### config.mk
export PLATFORM = sky130hd
export DESIGN_NAME = dcache_wt_ctrl
export DESIGN_NICKNAME = d
export VERILOG_FILES = /design/src/rtl/dcache_wt_ctrl.sv
export SDC_FILE = /design/constraint.sdc
export NUM_CORES = 1
export LEC_CHECK = 0
export BUFFER_PORTS_ARGS = -buffer_cell sky130_fd_sc_hd__buf_2
export CAP_MARGIN = 20
export CORE_ASPECT_RATIO = 1.75
export CORE_MARGIN = 2
export CORE_UTILIZATION = 35
export DETAILED_ROUTE_END_ITERATION = 10
export PLACE_DENSITY_LB_ADDON = 0.12
export SYNTH_ARGS = -nofsm -noshare
export SYNTH_HDL_FRONTEND = slang
export SYNTH_SLANG_ARGS = --single-unit
### constraint.sdc
create_clock -name clk_i -period 8.7 [get_ports clk_i]
set_input_delay 1.74 -clock clk_i [delete_from_list [all_inputs] [get_ports clk_i]]
set_output_delay 1.74 -clock clk_i [all_outputs]
set_load 0.02 [all_outputs]
### src/rtl/dcache_wt_ctrl.sv
// Direct-mapped, write-through, no-write-allocate data cache controller.
// Read hits return data combinationally; read misses and all stores go through memory.
module dcache_wt_ctrl #(
  parameter int LINES = 8
) (
  input  logic        clk_i,
  input  logic        rst_n_i,
  input  logic        MemRead_i,
  input  logic        MemWrite_i,
  input  logic [31:0] Address_i,
  input  logic [31:0] WriteData_i,
  output logic [31:0] ReadData_o,
  output logic        stall_o,
  output logic        mem_enable_o,
  output logic        mem_write_o,
  output logic [31:0] mem_addr_o,
  output logic [31:0] mem_data_o,
  input  logic        mem_ack_i,
  input  logic [31:0] mem_data_i,
  output logic [31:0] hit_count_o,
  output logic [31:0] miss_count_o
);
  localparam int IDX  = $clog2(LINES);
  localparam int TAGW = 30 - IDX;

  localparam logic [1:0] ST_IDLE    = 2'd0;
  localparam logic [1:0] ST_RD_WAIT = 2'd1;
  localparam logic [1:0] ST_WR_WAIT = 2'd2;
  localparam logic [1:0] ST_DONE    = 2'd3;

  logic [1:0]      r_state;
  logic [LINES-1:0] r_valid;
  logic [TAGW-1:0] r_tag  [LINES];
  logic [31:0]     r_line [LINES];
  logic [31:0]     r_addr;
  logic [31:0]     r_wdata;
  logic [31:0]     r_rdata;
  logic [31:0]     r_hit_cnt;
  logic [31:0]     r_miss_cnt;
  logic            r_en;
  logic            r_we;

  logic [IDX-1:0]  w_idx;
  logic [IDX-1:0]  w_fill_idx;
  logic [TAGW-1:0] w_tag;
  logic            w_hit;
  logic            w_rd_hit;
  logic            w_rd_miss;
  logic            w_wr;

  assign w_idx      = Address_i[IDX+1:2];
  assign w_tag      = Address_i[31:IDX+2];
  assign w_fill_idx = r_addr[IDX+1:2];

  // Lookup and request classification; a store wins over a simultaneous load.
  always_comb begin
    w_hit     = r_valid[w_idx] && (r_tag[w_idx] == w_tag);
    w_wr      = 1'b0;
    w_rd_hit  = 1'b0;
    w_rd_miss = 1'b0;
    if (r_state == ST_IDLE) begin
      w_wr      = MemWrite_i;
      w_rd_hit  = MemRead_i && !MemWrite_i && w_hit;
      w_rd_miss = MemRead_i && !MemWrite_i && !w_hit;
    end else begin
      w_wr      = 1'b0;
    end
  end

  // Stall and load-data outputs.
  always_comb begin
    stall_o = 1'b0;
    case (r_state)
      ST_IDLE:    stall_o = w_wr || w_rd_miss;
      ST_RD_WAIT: stall_o = 1'b1;
      ST_WR_WAIT: stall_o = 1'b1;
      ST_DONE:    stall_o = 1'b0;
      default:    stall_o = 1'b0;
    endcase
    if (w_rd_hit) begin
      ReadData_o = r_line[w_idx];
    end else begin
      ReadData_o = r_rdata;
    end
  end

  // Control FSM, memory request registers and counters.
  always_ff @(posedge clk_i or negedge rst_n_i) begin
    if (!rst_n_i) begin
      r_state    <= ST_IDLE;
      r_valid    <= '0;
      r_addr     <= 32'd0;
      r_wdata    <= 32'd0;
      r_rdata    <= 32'd0;
      r_hit_cnt  <= 32'd0;
      r_miss_cnt <= 32'd0;
      r_en       <= 1'b0;
      r_we       <= 1'b0;
    end else begin
      case (r_state)
        ST_IDLE: begin
          if (w_wr) begin
            r_addr  <= Address_i;
            r_wdata <= WriteData_i;
            r_en    <= 1'b1;
            r_we    <= 1'b1;
            r_state <= ST_WR_WAIT;
          end else if (w_rd_miss) begin
            r_addr     <= Address_i;
            r_en       <= 1'b1;
            r_we       <= 1'b0;
            r_miss_cnt <= r_miss_cnt + 32'd1;
            r_state    <= ST_RD_WAIT;
          end else if (w_rd_hit) begin
            r_rdata   <= r_line[w_idx];
            r_hit_cnt <= r_hit_cnt + 32'd1;
          end
        end
        ST_RD_WAIT: begin
          if (mem_ack_i) begin
            r_en                <= 1'b0;
            r_rdata             <= mem_data_i;
            r_valid[w_fill_idx] <= 1'b1;
            r_state             <= ST_DONE;
          end
        end
        ST_WR_WAIT: begin
          if (mem_ack_i) begin
            r_en    <= 1'b0;
            r_state <= ST_DONE;
          end
        end
        ST_DONE: r_state <= ST_IDLE;
        default: begin
          r_en    <= 1'b0;
          r_state <= ST_IDLE;
        end
      endcase
    end
  end

  // Line storage: store hits update in place, read fills replace tag and data.
  always_ff @(posedge clk_i) begin
    if (w_wr && w_hit) begin
      r_line[w_idx] <= WriteData_i;
    end else if ((r_state == ST_RD_WAIT) && mem_ack_i) begin
      r_line[w_fill_idx] <= mem_data_i;
      r_tag[w_fill_idx]  <= r_addr[31:IDX+2];
    end
  end

  assign mem_enable_o = r_en;
  assign mem_write_o  = r_we;
  assign mem_addr_o   = r_addr;
  assign mem_data_o   = r_wdata;
  assign hit_count_o  = r_hit_cnt;
  assign miss_count_o = r_miss_cnt;
endmodule

Yosys cells after proc, flatten, opt, wreduce, memory -nomap -nowiden:

Memory sizes are Yosys's and may differ from the RTL's.
Cells that the tools add are included.
W data, S select, Z words.

* register bits: 172
* bits in writable memories: 472
* word-level logic and storage cells: 85
* memories kept: 2

* add/sub/neg operators: 2
* order comparisons: 3
* eq/ne operators: 9
* multiplexer cells: 33
* bitwise logic cells: 3
* reduce and logical (&&, ||, !) cells: 24

Memory list
* r_line: words 8, bits a word 32, read ports 1, clocked after Yosys merged registers in 0, write ports 1, RTL line 34 `logic [31:0] r_line [LINES];`
* r_tag: words 8, bits a word 27, read ports 1, clocked after Yosys merged registers in 0, write ports 1, RTL line 33 `logic [TAGW-1:0] r_tag [LINES];`

Operators by type and width (count)
* $mux W32: 7
* $add A32 B1 Y32 const B: 2
* $pmux W32 S2: 1
* $reduce_or A32 Y1: 1
* $eq A27 B27 Y1: 1
* $mux W1: 16
* $lt A3 B4 Y1 const B: 2
* $or A8 B8 Y8: 1
* $reduce_and A2 Y1: 4
* $reduce_and A4 Y1: 2
* $logic_and A1 B1 Y1: 7
* $mux W2: 3
* $ne A2 B2 Y1 const B: 3
* $pmux W2 S3: 1
* $reduce_and A3 Y1: 2
* $reduce_bool A2 Y1: 3
* $eq A2 B2 Y1 const B: 2
* $bmux W1 S3: 1
* $demux W1 S3: 1
* $ge A3 B1 Y1 const B: 1
* $mux W3: 1
* $ne A3 B3 Y1 const B: 1
* $pmux W1 S3: 1
* $eq A2 B1 Y1 const B: 1
* other kinds (7): 9

Depth between registers and ports, before layout:

Gate-level depths: netlist of the first run.

* word-level depth: 9
* mapped depth: 14
* mapped depth without buffers: 9

Least setup slack after synthesis of the first run:

OpenSTA, ideal clock, no wires.

* path type: input-to-reg
* start point: in Address_i[2]
* end point: mem r_line[6][0], enable pin
* setup time: 0.377 ns
* arrival time: 6.948 ns
* slack: 1.375 ns
* cell stages on the path: 11
* buffers on the path: 3
* cell sequence: buf_6 > buf_6 > mux4_2 > mux2i_1 > a21boi_0 > o2111a_1 > nand4_4 > nor2_1 > buf_2 > nor4_1 > a31o_2

* cells in the longest elaborated chain, start to end: 8
* elaborated cells on any way between the ends: 13
* those cells by class: 1 x eq/ne; 8 x mux; 3 x reduce/logical; 1 x memory

RTL lines
* start, declared: RTL line 10 `input logic [31:0] Address_i,`
* $mem_v2 Z8 W27 or $bmux W1 S3 (tied branches)
* $eq A27 B27 Y1 or $mux W1 (tied branches): RTL line 57 `w_hit = r_valid[w_idx] && (r_tag[w_idx] == w_tag);`
* $logic_and A1 B1 Y1: RTL line 57
* $logic_and A1 B1 Y1: RTL line 144 `if (w_wr && w_hit) begin`
* $mux W1: RTL line 144
* $mux W1 (implied by the code): RTL line 147 `r_line[w_fill_idx] <= mem_data_i;`
* $reduce_or A32 Y1 (no line)
* $mux W3 (no line) or $mux W1 (tied branches)
* end, declared: RTL line 34

Parallel ways exist; a longest one is shown, timed or not. The select of a mux whose other input is x is not followed.

Worst setup path in the final report of the first run:

* start point: in Address_i[3]
* end point: out ReadData_o[4]

* cells in the longest elaborated chain, start to end: 6
* elaborated cells on any way between the ends: 9
* those cells by class: 1 x eq/ne; 4 x mux; 2 x reduce/logical; 2 x memory

RTL lines
* $mem_v2 Z8 W27 or $bmux W1 S3 (tied branches)
* $eq A27 B27 Y1 or $mux W1 (tied branches): RTL line 57
* $logic_and A1 B1 Y1: RTL line 57
* $logic_and A1 B1 Y1: RTL line 63 `w_rd_hit = MemRead_i && !MemWrite_i && w_hit;`
* $mux W1: RTL line 61 `if (r_state == ST_IDLE) begin`
* $mux W32 (*): RTL line 80 `if (w_rd_hit) begin`
* end, declared: RTL line 12 `output logic [31:0] ReadData_o,`

Every way passes the cells marked *; elsewhere a longest branch is shown, timed or not. The select of a mux whose other input is x is not followed.

==> Flow_metrics.wiki, run 1 <==
{| class="wikitable"
! Metric !! Value
|-
| Outcome || finished clean
|-
| Estimated wirelength of the detail-placed design || ~47000 um
|-
| Layout cells sized above 1 || 0.326
|-
| Area share of the leading cell type in the synthesized netlist || 0.529
|-
| R2R Setup Slk || approximately 4.4 ns
|-
| Setup repair after global routing missed its margin || false
|-
| Number of clock sinks seen by CTS || 644
|-
| Worst setup slack after placement || approximately 1.3 ns
|-
| Count of buffers inserted at the top-level ports || 263
|-
| CP Capture Type || output pin
|-
| Wire length of the first global-routing pass || around 110000 um
|-
| Reg2reg path depth || 12
|-
| Worst hold path cell count || 1
|-
| DRC marker count from the first detailed-route iteration || 835
|-
| Total global routing overflow || 0
|-
| Max FO, Critical Path || 32
|-
| Iteration count of the initial detailed-routing pass || 5
|-
| Start point of the critical path || Address_i[3]
|-
| Critical register-to-register path startpoint || r_tag[0][26]
|-
| Endpoint of the lowest-slack register-to-register path || r_line[7][6]
|-
| Final worst path period need || approximately 7.4 ns
|-
| Fin cells || a little under 3000
|-
| CTS tree || built
|-
| Total CTS buffers || 66
|-
| Setup TNS || 0 ns
|-
| Via count of the first global-routing pass || between 15000 and 20000
|-
| Number of nets in the synthesized netlist || between 1500 and 2000
|-
| FILL cells || roughly 7000
|-
| Hold Worst Slack || approximately 0.47 ns
|-
| Final count of negative-setup-slack endpoints || 0
|-
| Maximum Capacitance Violations || 0
|-
| Worst-case clock buffer depth || 3
|-
| Max H-tree Level || 3
|-
| Category of the critical setup timing path || primary input to output pin
|-
| Slew @ Worst Pin || between 1 and 1.5 ns
|-
| Post-route ant nets || 0
|-
| Uppermost signal routing layer after detailed routing || met5
|-
| Site Rows || about 130
|-
| Die span in x || about 210 um
|-
| Total number of vias || 15324
|-
| Cell chosen for the clock root || sky130_fd_sc_hd__clkbuf_16
|-
| Sequential share of the synthesized area || 0.690
|-
| Nets || between 2000 and 2500
|-
| Sum of routed wire length over all layers || ~73000 um
|-
| EDFF count, synth || between 400 and 500
|-
| Placeable core area || approximately 0.076 mm^2
|-
| Area contributors post-synth || sky130_fd_sc_hd__edfxtp_1 53%, sky130_fd_sc_hd__dfrtp_1 16%, sky130_fd_sc_hd__mux4_2 6.9%, sky130_fd_sc_hd__mux2i_1 4.4%, sky130_fd_sc_hd__mux2_2 3.7%
|-
| Combined area of all synthesized cells || ~0.027 mm^2
|-
| Netlist cell types || 60
|-
| Highest attainable clock frequency || 0.136 GHz
|-
| CP Data Arrival Time || 5.61 ns
|-
| Library cell with the largest summed area after synthesis || sky130_fd_sc_hd__edfxtp_1
|-
| Antenna violations before repair || 6
|-
| Post-synthesis sequential element count || 644
|-
| LEAKAGE || between 10 and 15 nW
|-
| Type of the tightest min-delay check || flop to flop
|-
| Sum of met2 wire segment lengths after detailed routing || around 37000 um
|-
| Detailed-routed wire length on met3 || about 3900 um
|-
| Die extent in y || around 370 um
|-
| Average via count per standard cell || roughly 5
|-
| End-of-flow core utilization || 0.416
|-
| Clock network latency to the later pin of the worst-skew pair || ~0.61 ns
|-
| Number of hold-slack violations in the final timing report || 0
|-
| Cts-stage hold buffer count || 0
|-
| Final routed DRC violation total || 0
|-
| Pin count of the biggest net entering global routing || 95
|-
| Area enclosed by the die boundary || 0.0789 mm^2
|-
| Worst vdd rail ir drop || approximately 200 uV
|-
| Post-synthesis to final-layout area growth || 18.1%
|-
| Commonest cells in the netlist || 472 x sky130_fd_sc_hd__edfxtp_1, 172 x sky130_fd_sc_hd__dfrtp_1, 117 x sky130_fd_sc_hd__mux2i_1
|-
| Total track usage || 0.186
|-
| Cell count after placement || between 2000 and 3000
|-
| Share of the cycle needed by the critical path after routing || 0.845
|-
| Buffers inserted during post-CTS setup optimization || 0
|-
| Required time of the critical path || ~7 ns
|-
| Post-synthesis area per instance || between 15 and 20 um^2
|-
| Average routed wire per standard cell || around 24 um
|-
| Routability congestion estimate from global placement || between 0.8 and 0.9
|-
| Final Worst Setup Slack || roughly 1.3 ns
|-
| Commonest register cell after synthesis || sky130_fd_sc_hd__edfxtp_1
|-
| Clock skew || about 0.027 ns
|-
| Startpoint Class || primary input
|-
| End point of the critical path || ReadData_o[4]
|-
| Yosys Warn Count || 0
|-
| Io pins || about 260
|-
| M1 wire length || slightly below 30000 um
|-
| Effective utilization at floorplan || 0.352
|-
| Worst rel slew slack || 0.249
|-
| Post-Synthesis Cells || around 1600
|-
| Max Slew Vio Count || 0
|-
| Most numerous cell in the Yosys netlist || sky130_fd_sc_hd__edfxtp_1
|-
| Proportion of register bits with asynchronous set or reset after synthesis || 0.267
|-
| Total power per unit cell area || approximately 280 mW/mm^2
|-
| Clock-pin slew on the worst setup and hold paths || ~0.050 ns
|-
| Number of gates resized after CTS || 0
|}
[report_power, final]
part / internal (mW) / switching [mW]
logic: 0.652 / 1.20
clock network: 1.68 / 1.19
registers: 3.88 / 0.314
total: 6.21 / 2.69
[layout by cell type (no fill, tap or decap), types with 6 or more instances in the layout]
cell type,instances
sky130_fd_sc_hd__nor4_1,13
sky130_fd_sc_hd__dfrtp_1,172
sky130_fd_sc_hd__inv_1,69
sky130_fd_sc_hd__clkinv_1,10
sky130_fd_sc_hd__a22oi_1,21
sky130_fd_sc_hd__nand2b_1,6
sky130_fd_sc_hd__or3_1,7
sky130_fd_sc_hd__and4_1,6
sky130_fd_sc_hd__o21ai_0,71
sky130_fd_sc_hd__nand3_1,30
sky130_fd_sc_hd__buf_4,45
sky130_fd_sc_hd__and3_1,23
sky130_fd_sc_hd__a21oi_1,6
sky130_fd_sc_hd__clkbuf_1,19
sky130_fd_sc_hd__a221oi_2,28
sky130_fd_sc_hd__buf_2,260
sky130_fd_sc_hd__clkbuf_16,71
sky130_fd_sc_hd__mux4_2,82
sky130_fd_sc_hd__mux2i_1,117
sky130_fd_sc_hd__nand2_1,43
sky130_fd_sc_hd__nor3_1,10
sky130_fd_sc_hd__xor2_1,36
sky130_fd_sc_hd__xnor2_1,37
sky130_fd_sc_hd__nor2_1,50
sky130_fd_sc_hd__mux2_1,11
sky130_fd_sc_hd__a22o_1,15
sky130_fd_sc_hd__mux2_2,88
sky130_fd_sc_hd__nand4_1,27
sky130_fd_sc_hd__a31o_2,9
sky130_fd_sc_hd__nor2_4,8
sky130_fd_sc_hd__edfxtp_1,472
sky130_fd_sc_hd__bufinv_16,6
[metal layers]
layer | vias up | GRT usage
li1 | 6823 | -
met1 | 7997 | 0.225
met2 | 383 | 0.326
met3 | 113 | 0.0378
met4 | 8 | 0.0676
met5 | - | 0
[state kept, by name (all words and copies together), names as in the netlist]
signal        count
r_line          256
r_tag           216
hit_count_o      32
mem_addr_o       32
mem_data_o       32
miss_count_o     32
r_rdata          32
r_valid           8
r_state           2
mem_enable_o      1
mem_write_o       1
[critical path, stage by stage]
cell                       delay, ns
sky130_fd_sc_hd__buf_4          0.43
sky130_fd_sc_hd__buf_4          0.52
sky130_fd_sc_hd__mux4_2         0.39
sky130_fd_sc_hd__mux2i_1        0.26
sky130_fd_sc_hd__xor2_1         0.35
sky130_fd_sc_hd__o211ai_1       0.17
sky130_fd_sc_hd__nor4_2         0.27
sky130_fd_sc_hd__nand4_4        0.30
sky130_fd_sc_hd__nor2_8         0.20
sky130_fd_sc_hd__buf_12         0.28
sky130_fd_sc_hd__mux2i_1        0.34
sky130_fd_sc_hd__inv_1          0.07
sky130_fd_sc_hd__buf_2          0.16
[per-stage QoR]
stage	area (um^2)	total power, mW
floorplan	26800	5.35
global placement	29500	6.11
detailed placement	29500	6.14
CTS	31600	9.05
global route	31600	9.31
finish	31600	8.90
[cell families after synthesis]
| kind of cell | share of synthesized area |
|---|---|
| flip-flops | 0.690 |
| AND/OR/NAND/NOR | 0.0523 |
| XOR/XNOR | 0.0239 |
| adder cells (fa/ha/maj) | 0.00187 |
| buffers and inverters | 0.0257 |
| multiplexers | 0.154 |
| AO/OA/AOI/OAI | 0.0526 |
[area by class of cell]
type                    count  area [um^2]  area share
flip-flops and latches    644        18500       0.584
multi-input cells         812         7740       0.245
clock buffers              91         1860      0.0588
repair buffers            310         1740      0.0548
well taps                1020         1280      0.0403
clock inverters            27          289     0.00913
inverters                  70          263     0.00830
diodes                      2         5.00    0.000158
[how the worst min path moves through the flow]
stage / startpoint / end / slack (ns)
after floorplan: r_valid[1] / r_valid[1] / 0.43
after global placement: r_valid[5] / r_valid[5] / 0.45
after detailed placement: r_valid[5] / r_valid[5] / 0.45
after CTS: r_valid[5] / r_valid[5] / 0.47
after global routing: r_valid[1] / r_valid[1] / 0.49
final: r_valid[4] / r_valid[4] / 0.47
Power figures use the tool's default switching activity.
==> run 2: changes to the inputs <==
Clock period 8.7 ns to 7.1 ns, I/O delays scaled along.
==> run 2 against run 1 <==
Net effect:
- register-to-register slack worse by 1.8 ns
- combinational power rose by 22%
- first-iteration DRC count decreased by 7.4%
- global-route usage decreased by 0.21 points
- sequential power grew 23%
- die area unchanged
- count of clock-buffer cells in the layout decreased by 17
- core utilization about the same
- non-clock buffer count fell by 7
- critical endpoint is now ReadData_o[13]
==> Flow_metrics.wiki, run 2 (synthesized netlist as in run 1, its figures left out) <==
{| class="wikitable"
! Metric !! Value
|-
| Reg2reg path depth || 10
|-
| Start point of the critical path || Address_i[2]
|-
| Total power per unit cell area || around 340 mW/mm^2
|-
| Sum of routed wire length over all layers || slightly above 70000 um
|-
| Number of gates resized after CTS || 0
|-
| Worst vdd rail ir drop || 235 uV
|-
| Dominant cell type by count on the critical path || sky130_fd_sc_hd__mux2i_1
|-
| Most common library cell in the layout ignoring fill and taps || sky130_fd_sc_hd__edfxtp_1
|-
| Setup repair after global routing missed its margin || false
|-
| Die extent in y || 370 um
|-
| Nets || around 2000
|-
| Count of buffers inserted at the top-level ports || around 260
|-
| FILL cells || 7104
|-
| Worst rel slew slack || 0.248
|-
| Routability congestion estimate from global placement || roughly 0.78
|-
| CP Capture Type || output pin
|-
| Post-synthesis to final-layout area growth || 18.1%
|-
| Layout cells sized above 1 || 0.328
|-
| Cell chosen for the clock root || sky130_fd_sc_hd__clkbuf_16
|-
| Placeable core area || 0.0761 mm^2
|-
| Total CTS buffers || 61
|-
| Sequence of cells on the critical path || buf_8, buf_4, mux4_2, mux2i_1, xnor2_1, nor2_1, o2111a_1, nand4_4, nor2_8, buf_12, mux2i_1, inv_1, buf_2
|-
| Highest-count cells in the layout ignoring fill and taps || 472 x sky130_fd_sc_hd__edfxtp_1, 260 x sky130_fd_sc_hd__buf_2, 172 x sky130_fd_sc_hd__dfrtp_1
|-
| Final count of negative-setup-slack endpoints || 0
|-
| Slew @ Worst Pin || between 1 and 1.5 ns
|-
| Clock network latency to the later pin of the worst-skew pair || between 0.6 and 0.7 ns
|-
| Critical register-to-register path startpoint || r_tag[3][26]
|-
| CP max stage cell || sky130_fd_sc_hd__mux4_2
|-
| Antenna violations before repair || 7
|-
| Max FO, Critical Path || 50
|-
| Delay of the slowest critical-path stage || around 0.54 ns
|-
| Clock skew || around 0.025 ns
|-
| Final worst path period need || 6.42 ns
|-
| CP Data Arrival Time || ~5 ns
|-
| Largest registers || r_line x256, r_tag x216
|-
| CTS tree || built
|-
| Average via count per standard cell || slightly above 5
|-
| Site Rows || 134
|-
| Die span in x || 213 um
|-
| Maximum Capacitance Violations || 0
|-
| Worst hold path cell count || 1
|-
| Total track usage || 0.184
|-
| Total global routing overflow || 0
|-
| Final std cell area, no fill || between 0.03 and 0.04 mm^2
|-
| Total number of vias || between 15000 and 20000
|-
| Setup TNS || 0 ns
|-
| Wire length of the first global-routing pass || ~110000 um
|-
| Final routed DRC violation total || 0
|-
| Via count of the first global-routing pass || 16333
|-
| Area enclosed by the die boundary || between 0.07 and 0.08 mm^2
|-
| Startpoint Class || primary input
|-
| Highest attainable clock frequency || around 0.16 GHz
|-
| DRC marker count from the first detailed-route iteration || 773
|-
| Type of the tightest min-delay check || flop to flop
|-
| Pin count of the biggest net entering global routing || between 100 and 150
|-
| Max H-tree Level || 2
|-
| Number of clock sinks seen by CTS || approximately 640
|-
| Estimated wirelength of the detail-placed design || around 46000 um
|-
| Required time of the critical path || 5.68 ns
|-
| Average routed wire per standard cell || roughly 24 um
|-
| Register with the highest flop count || r_line
|-
| Share of the cycle needed by the critical path after routing || 0.904
|-
| Outcome || finished clean
|-
| Worst-case clock buffer depth || 3
|-
| Max Slew Vio Count || 0
|-
| Buffers inserted during post-CTS setup optimization || 0
|-
| Category of the critical setup timing path || primary input to output pin
|-
| Effective utilization at floorplan || 0.352
|-
| Post-route ant nets || 0
|-
| Max reg flops || 256
|-
| Iteration count of the initial detailed-routing pass || 5
|-
| Cts-stage hold buffer count || 0
|-
| LEAKAGE || 12.1 nW
|-
| Post-Place Cell Area || just under 0.03 mm^2
|-
| Io pins || ~260
|-
| Number of hold-slack violations in the final timing report || 0
|-
| Worst min-delay path startpoint || r_valid[0]
|-
| Clock-pin slew on the worst setup and hold paths || 0.07 ns
|}
[run 2: cell count changes in the layout (fill, tap and decap cells not counted), moves of 2 or more]
cell,delta
sky130_fd_sc_hd__clkbuf_1,-11
sky130_fd_sc_hd__buf_4,-12
sky130_fd_sc_hd__bufinv_16,+5
sky130_fd_sc_hd__clkinvlp_4,+2
sky130_fd_sc_hd__clkbuf_16,-8
sky130_fd_sc_hd__clkinv_2,+6
sky130_fd_sc_hd__buf_12,+6
sky130_fd_sc_hd__clkbuf_8,+2
[run 2: power by group]
part	internal [mW]	switching [mW]
registers	4.75	0.383
logic	0.801	1.46
clock network	2.05	1.46
[run 2: layout make-up]
type / instances / area (um^2) / area share
diodes: 1 / 2.50 / 0.0000791
clock buffers: 74 / 1650 / 0.0521
clock inverters: 42 / 497 / 0.0157
inverters: 70 / 263 / 0.00830
multi-input cells: 812 / 7740 / 0.245
flip-flops and latches: 644 / 18500 / 0.584
well taps: 1020 / 1280 / 0.0403
repair buffers: 303 / 1740 / 0.0549
[run 2: worst max-delay path, delay by kind of cell]
| kind | cells | cell delay [ns] |
|---|---|---|
| buffers and inverters | 5 | 1.34 |
| muxes | 3 | 1.11 |
| and+or+nand+nor | 3 | 0.61 |
| AOI/OAI and AO/OA | 1 | 0.32 |
| xor gates and xnor gates | 1 | 0.12 |
[run 2: path summary, 6_finish.rpt]
check	slack, ns	end
worst min-delay path	0.46	r_valid[0]
worst min register to register	0.46	r_valid[0]
worst max-delay path	0.68	ReadData_o[13]
worst max register to register	2.59	r_line[1][18]
min in group asynchronous	0.74	mem_addr_o[16]
max in group asynchronous	5.22	mem_data_o[10]
[run 2: per-stage QoR]
stage | instances | setup slack (ns) | utilization | total power, mW | hold WS, ns
floorplan | 1609 | 0.0951 | - | 6.55 | 0.429
global placement | 2849 | 0.548 | 0.387 | 7.48 | 0.448
detailed placement | 2849 | 0.558 | 0.387 | 7.53 | 0.450
CTS | 2965 | 0.548 | 0.416 | 11.1 | 0.471
global route | 2965 | 0.410 | 0.416 | 11.4 | 0.492
finish | 2966 | 0.680 | 0.416 | 10.9 | 0.465
[run 2: metal layers]
layer  vias up  global-route usage  wire (um)
met5         -                   0         54
met4         8              0.0501       1660
met3       107              0.0351       3560
met2       367               0.332      38000
met1      8014               0.222      28900
li1       6791                   -          -
==> run 3: changes to the inputs <==
Settings changed: ABC_AREA from default to 1, CTS_BUF_LIST from default to sky130_fd_sc_hd__clkbuf_8 sky130_fd_sc_hd__clkbuf_16.
==> run 3 against run 2 <==
Net effect:
- register-to-register slack better by 0.23 ns
- synthesized cell count increased by 90%
- combinational power grew 15%
- sequential power grew 0.8%
- sequential cell count stayed put
- clock power about the same
- global-route usage grew 2.6 points
- first-iteration DRC count grew 83%
- non-clock buffer count up 4
- critical endpoint is now ReadData_o[0]
- largest power group unchanged
- highest routed layer is now met4
==> Flow_metrics.wiki, run 3 <==
{| class="wikitable"
! Metric !! Value
|-
| Io pins || around 260
|-
| Buffers inserted during post-CTS setup optimization || 0
|-
| Share of the cycle needed by the critical path after routing || 0.858
|-
| Area occupied by registers || between 0.015 and 0.02 mm^2
|-
| Reg2reg path depth || 9
|-
| Startpoint Class || primary input
|-
| Layout cells sized above 1 || 0.131
|-
| Antenna violations before repair || 0
|-
| Area contributors post-synth || sky130_fd_sc_hd__edfxtp_1 48%, sky130_fd_sc_hd__dfrtp_1 15%, sky130_fd_sc_hd__nand2_1 13%, sky130_fd_sc_hd__nand3_1 4.7%, sky130_fd_sc_hd__inv_1 3.8%
|-
| EDFF count, synth || approximately 470
|-
| Cts-stage hold buffer count || 0
|-
| Effective utilization at floorplan || 0.352
|-
| Number of diodes added for antenna fixing || 0
|-
| Die extent in y || between 300 and 400 um
|-
| Endpoint of the lowest-slack register-to-register path || r_line[6][8]
|-
| Yosys Warn Count || 0
|-
| Final count of negative-setup-slack endpoints || 0
|-
| CP Capture Type || output pin
|-
| Cell count after placement || ~4300
|-
| Total global routing overflow || 0
|-
| Nets || about 3400
|-
| Highest-count cells in the layout ignoring fill and taps || 1045 x sky130_fd_sc_hd__nand2_1, 472 x sky130_fd_sc_hd__edfxtp_1, 303 x sky130_fd_sc_hd__inv_1
|-
| Estimated wirelength of the detail-placed design || between 50000 and 60000 um
|-
| Post-synthesis sequential element count || 644
|-
| Final worst path period need || just over 6 ns
|-
| LEAKAGE || 14.7 nW
|-
| Type of the tightest min-delay check || flop to flop
|-
| Highest attainable clock frequency || 0.164 GHz
|-
| Commonest register cell after synthesis || sky130_fd_sc_hd__edfxtp_1
|-
| R2R Setup Slk || 2.82 ns
|-
| Area enclosed by the die boundary || approximately 0.086 mm^2
|-
| Cell chosen for the clock root || sky130_fd_sc_hd__clkbuf_16
|-
| Worst vdd rail ir drop || between 200 and 250 uV
|-
| Slew @ Worst Pin || roughly 1.1 ns
|-
| End-of-flow core utilization || 0.408
|-
| Placeable core area || 0.0830 mm^2
|-
| Total area of multi-input combinational cells || 0.00905 mm^2
|-
| Required time of the critical path || around 5.7 ns
|-
| Number of gates resized after CTS || 0
|-
| Sequential share of the synthesized area || 0.632
|-
| CTS tree || built
|-
| Total track usage || 0.210
|-
| Library cell with the largest summed area after synthesis || sky130_fd_sc_hd__edfxtp_1
|-
| Total number of vias || approximately 22000
|-
| Combined area of all synthesized cells || 0.0292 mm^2
|-
| Proportion of register bits with asynchronous set or reset after synthesis || 0.267
|-
| Register with the highest flop count || r_line
|-
| Most common library cell in the layout ignoring fill and taps || sky130_fd_sc_hd__nand2_1
|-
| Clock network latency to the later pin of the worst-skew pair || 0.64 ns
|-
| Sequence of cells on the critical path || buf_6, buf_4, nor2_1, nor2_1, o21ai_0, nand3_1, nand3_1, nand2_1, nand2_1, nor2_1, nand3_1, nor2_4, buf_4, nand3_1, nand2_1, buf_2
|-
| Largest registers || r_line x256, r_tag x216
|-
| Netlist cell types || 35
|-
| Average routed wire per standard cell || between 20 and 25 um
|-
| Total CTS buffers || 61
|-
| CP Data Arrival Time || ~4.7 ns
|-
| FILL cells || slightly above 8000
|-
| Hold worst-path end || r_valid[6]
|-
| Dominant cell type by count on the critical path || sky130_fd_sc_hd__nand3_1
|-
| Setup TNS || 0 ns
|-
| Delay of the slowest critical-path stage || roughly 0.7 ns
|-
| Post-Synthesis Cells || a little over 3000
|-
| Number of hold-slack violations in the final timing report || 0
|-
| Area share of the leading cell type in the synthesized netlist || 0.485
|-
| Worst min-delay path startpoint || r_valid[6]
|-
| Average via count per standard cell || 5.04
|-
| Worst rel slew slack || 0.255
|-
| Max reg flops || 256
|-
| Clock-pin slew on the worst setup and hold paths || roughly 0.06 ns
|-
| Max H-tree Level || 2
|-
| Most numerous cell in the Yosys netlist || sky130_fd_sc_hd__nand2_1
|-
| Max Slew Vio Count || 0
|-
| Wire length of the first global-routing pass || 137000 um
|-
| Die span in x || 222 um
|-
| Maximum Capacitance Violations || 0
|-
| Fin cells || approximately 4400
|-
| Hold Worst Slack || approximately 0.47 ns
|-
| Worst hold path cell count || 2
|-
| Iteration count of the initial detailed-routing pass || 6
|-
| Number of nets in the synthesized netlist || ~3200
|-
| Final routed DRC violation total || 0
|-
| Count of buffers inserted at the top-level ports || 263
|-
| Total power per unit cell area || 333 mW/mm^2
|-
| Pin count of the biggest net entering global routing || between 100 and 150
|-
| Clock skew || between 0.015 and 0.02 ns
|-
| Post-route ant nets || 0
|-
| Critical register-to-register path startpoint || r_state[0]
|-
| Overall power consumption || around 11 mW
|-
| Sum of routed wire length over all layers || 90500 um
|-
| Commonest cells in the netlist || 1046 x sky130_fd_sc_hd__nand2_1, 472 x sky130_fd_sc_hd__edfxtp_1, 293 x sky130_fd_sc_hd__inv_1
|-
| Outcome || finished clean
|-
| CP max stage cell || sky130_fd_sc_hd__buf_4
|-
| Via count of the first global-routing pass || around 23000
|-
| Category of the critical setup timing path || primary input to output pin
|-
| Worst-case clock buffer depth || 3
|-
| Routability congestion estimate from global placement || 0.887
|-
| Post-synthesis area per instance || between 9 and 10 um^2
|-
| DRC marker count from the first detailed-route iteration || approximately 1400
|-
| Max FO, Critical Path || 73
|-
| Setup repair after global routing missed its margin || false
|-
| Site Rows || 140
|-
| Post-synthesis to final-layout area growth || 15.8%
|-
| Number of clock sinks seen by CTS || around 640
|}
-- run 3: cell count changes in the layout (fill, tap and decap cells not counted), moves of 31 or more --
cell / change
sky130_fd_sc_hd__mux2i_1: -117
sky130_fd_sc_hd__o22ai_1: +31
sky130_fd_sc_hd__a32o_1: +31
sky130_fd_sc_hd__inv_1: +234
sky130_fd_sc_hd__mux4_2: -82
sky130_fd_sc_hd__mux2_2: -88
sky130_fd_sc_hd__nand3_1: +244
sky130_fd_sc_hd__a21oi_1: +32
sky130_fd_sc_hd__nand2_1: +1002
sky130_fd_sc_hd__nor2_1: +144
sky130_fd_sc_hd__o21ai_0: +92
-- run 3: layout make-up --
cell class,instances,area share
flip-flops and latches,644,0.546
multi-input cells,1970,0.267
repair buffers,307,0.0505
clock buffers,69,0.0490
well taps,1065,0.0394
inverters,300,0.0335
clock inverters,47,0.0141
-- run 3: worst max path at each step --
| stage | from | to | cells past startpoint |
|---|---|---|---|
| 2_1_floorplan | Address_i[3] | r_line[4][0] | 19 |
| 3_3_place_gp | Address_i[2] | ReadData_o[31] | 16 |
| 3_5_place_dp | Address_i[2] | ReadData_o[0] | 16 |
| 4_1_cts | Address_i[2] | ReadData_o[2] | 16 |
| 5_1_grt | Address_i[2] | ReadData_o[0] | 16 |
| 6_report | Address_i[2] | ReadData_o[0] | 16 |
-- run 3: metal layers --
metal,up-vias,GRT usage,routed length (um)
li1,10560,-,-
met1,10884,0.242,35700
met3,144,0.0253,3750
met4,0,0.0695,2880
met2,602,0.400,48200
met5,-,0,0
-- run 3: cells by family (layout without fill, tap and decap cells) --
group,Yosys count,in the layout,share of synthesized area
AND/OR/NAND/NOR,1612,1612,0.227
AO/OA/AOI/OAI,295,295,0.0575
buffers and inverters,445,723,0.0640
adder cells (fa/ha/maj),4,4,0.00171
XOR/XNOR,59,59,0.0177
flip-flops,644,644,0.632
-- run 3: report_power, final --
group,total (mW),internal [mW],switching [mW]
registers,5.18,4.77,0.408
clock network,3.49,2.03,1.46
logic,2.60,0.709,1.89
total,11.3,7.51,3.75
-- run 3: stage by stage --
stage / instance area (um^2) / setup slack (ns)
6_report: 33800 / 1.01
3_3_place_gp: 31700 / 1.02
2_1_floorplan: 29200 / 2.13
4_1_cts: 33800 / 1.02
5_1_grt: 33800 / 0.733
3_5_place_dp: 31700 / 1.03
-- run 3: critical path: cells and delay by family --
kind                   cells  cell delay [ns]
AOI/OAI and AO/OA          1             0.09
and+or+nand+nor           11             1.44
buffers and inverters      4             1.68
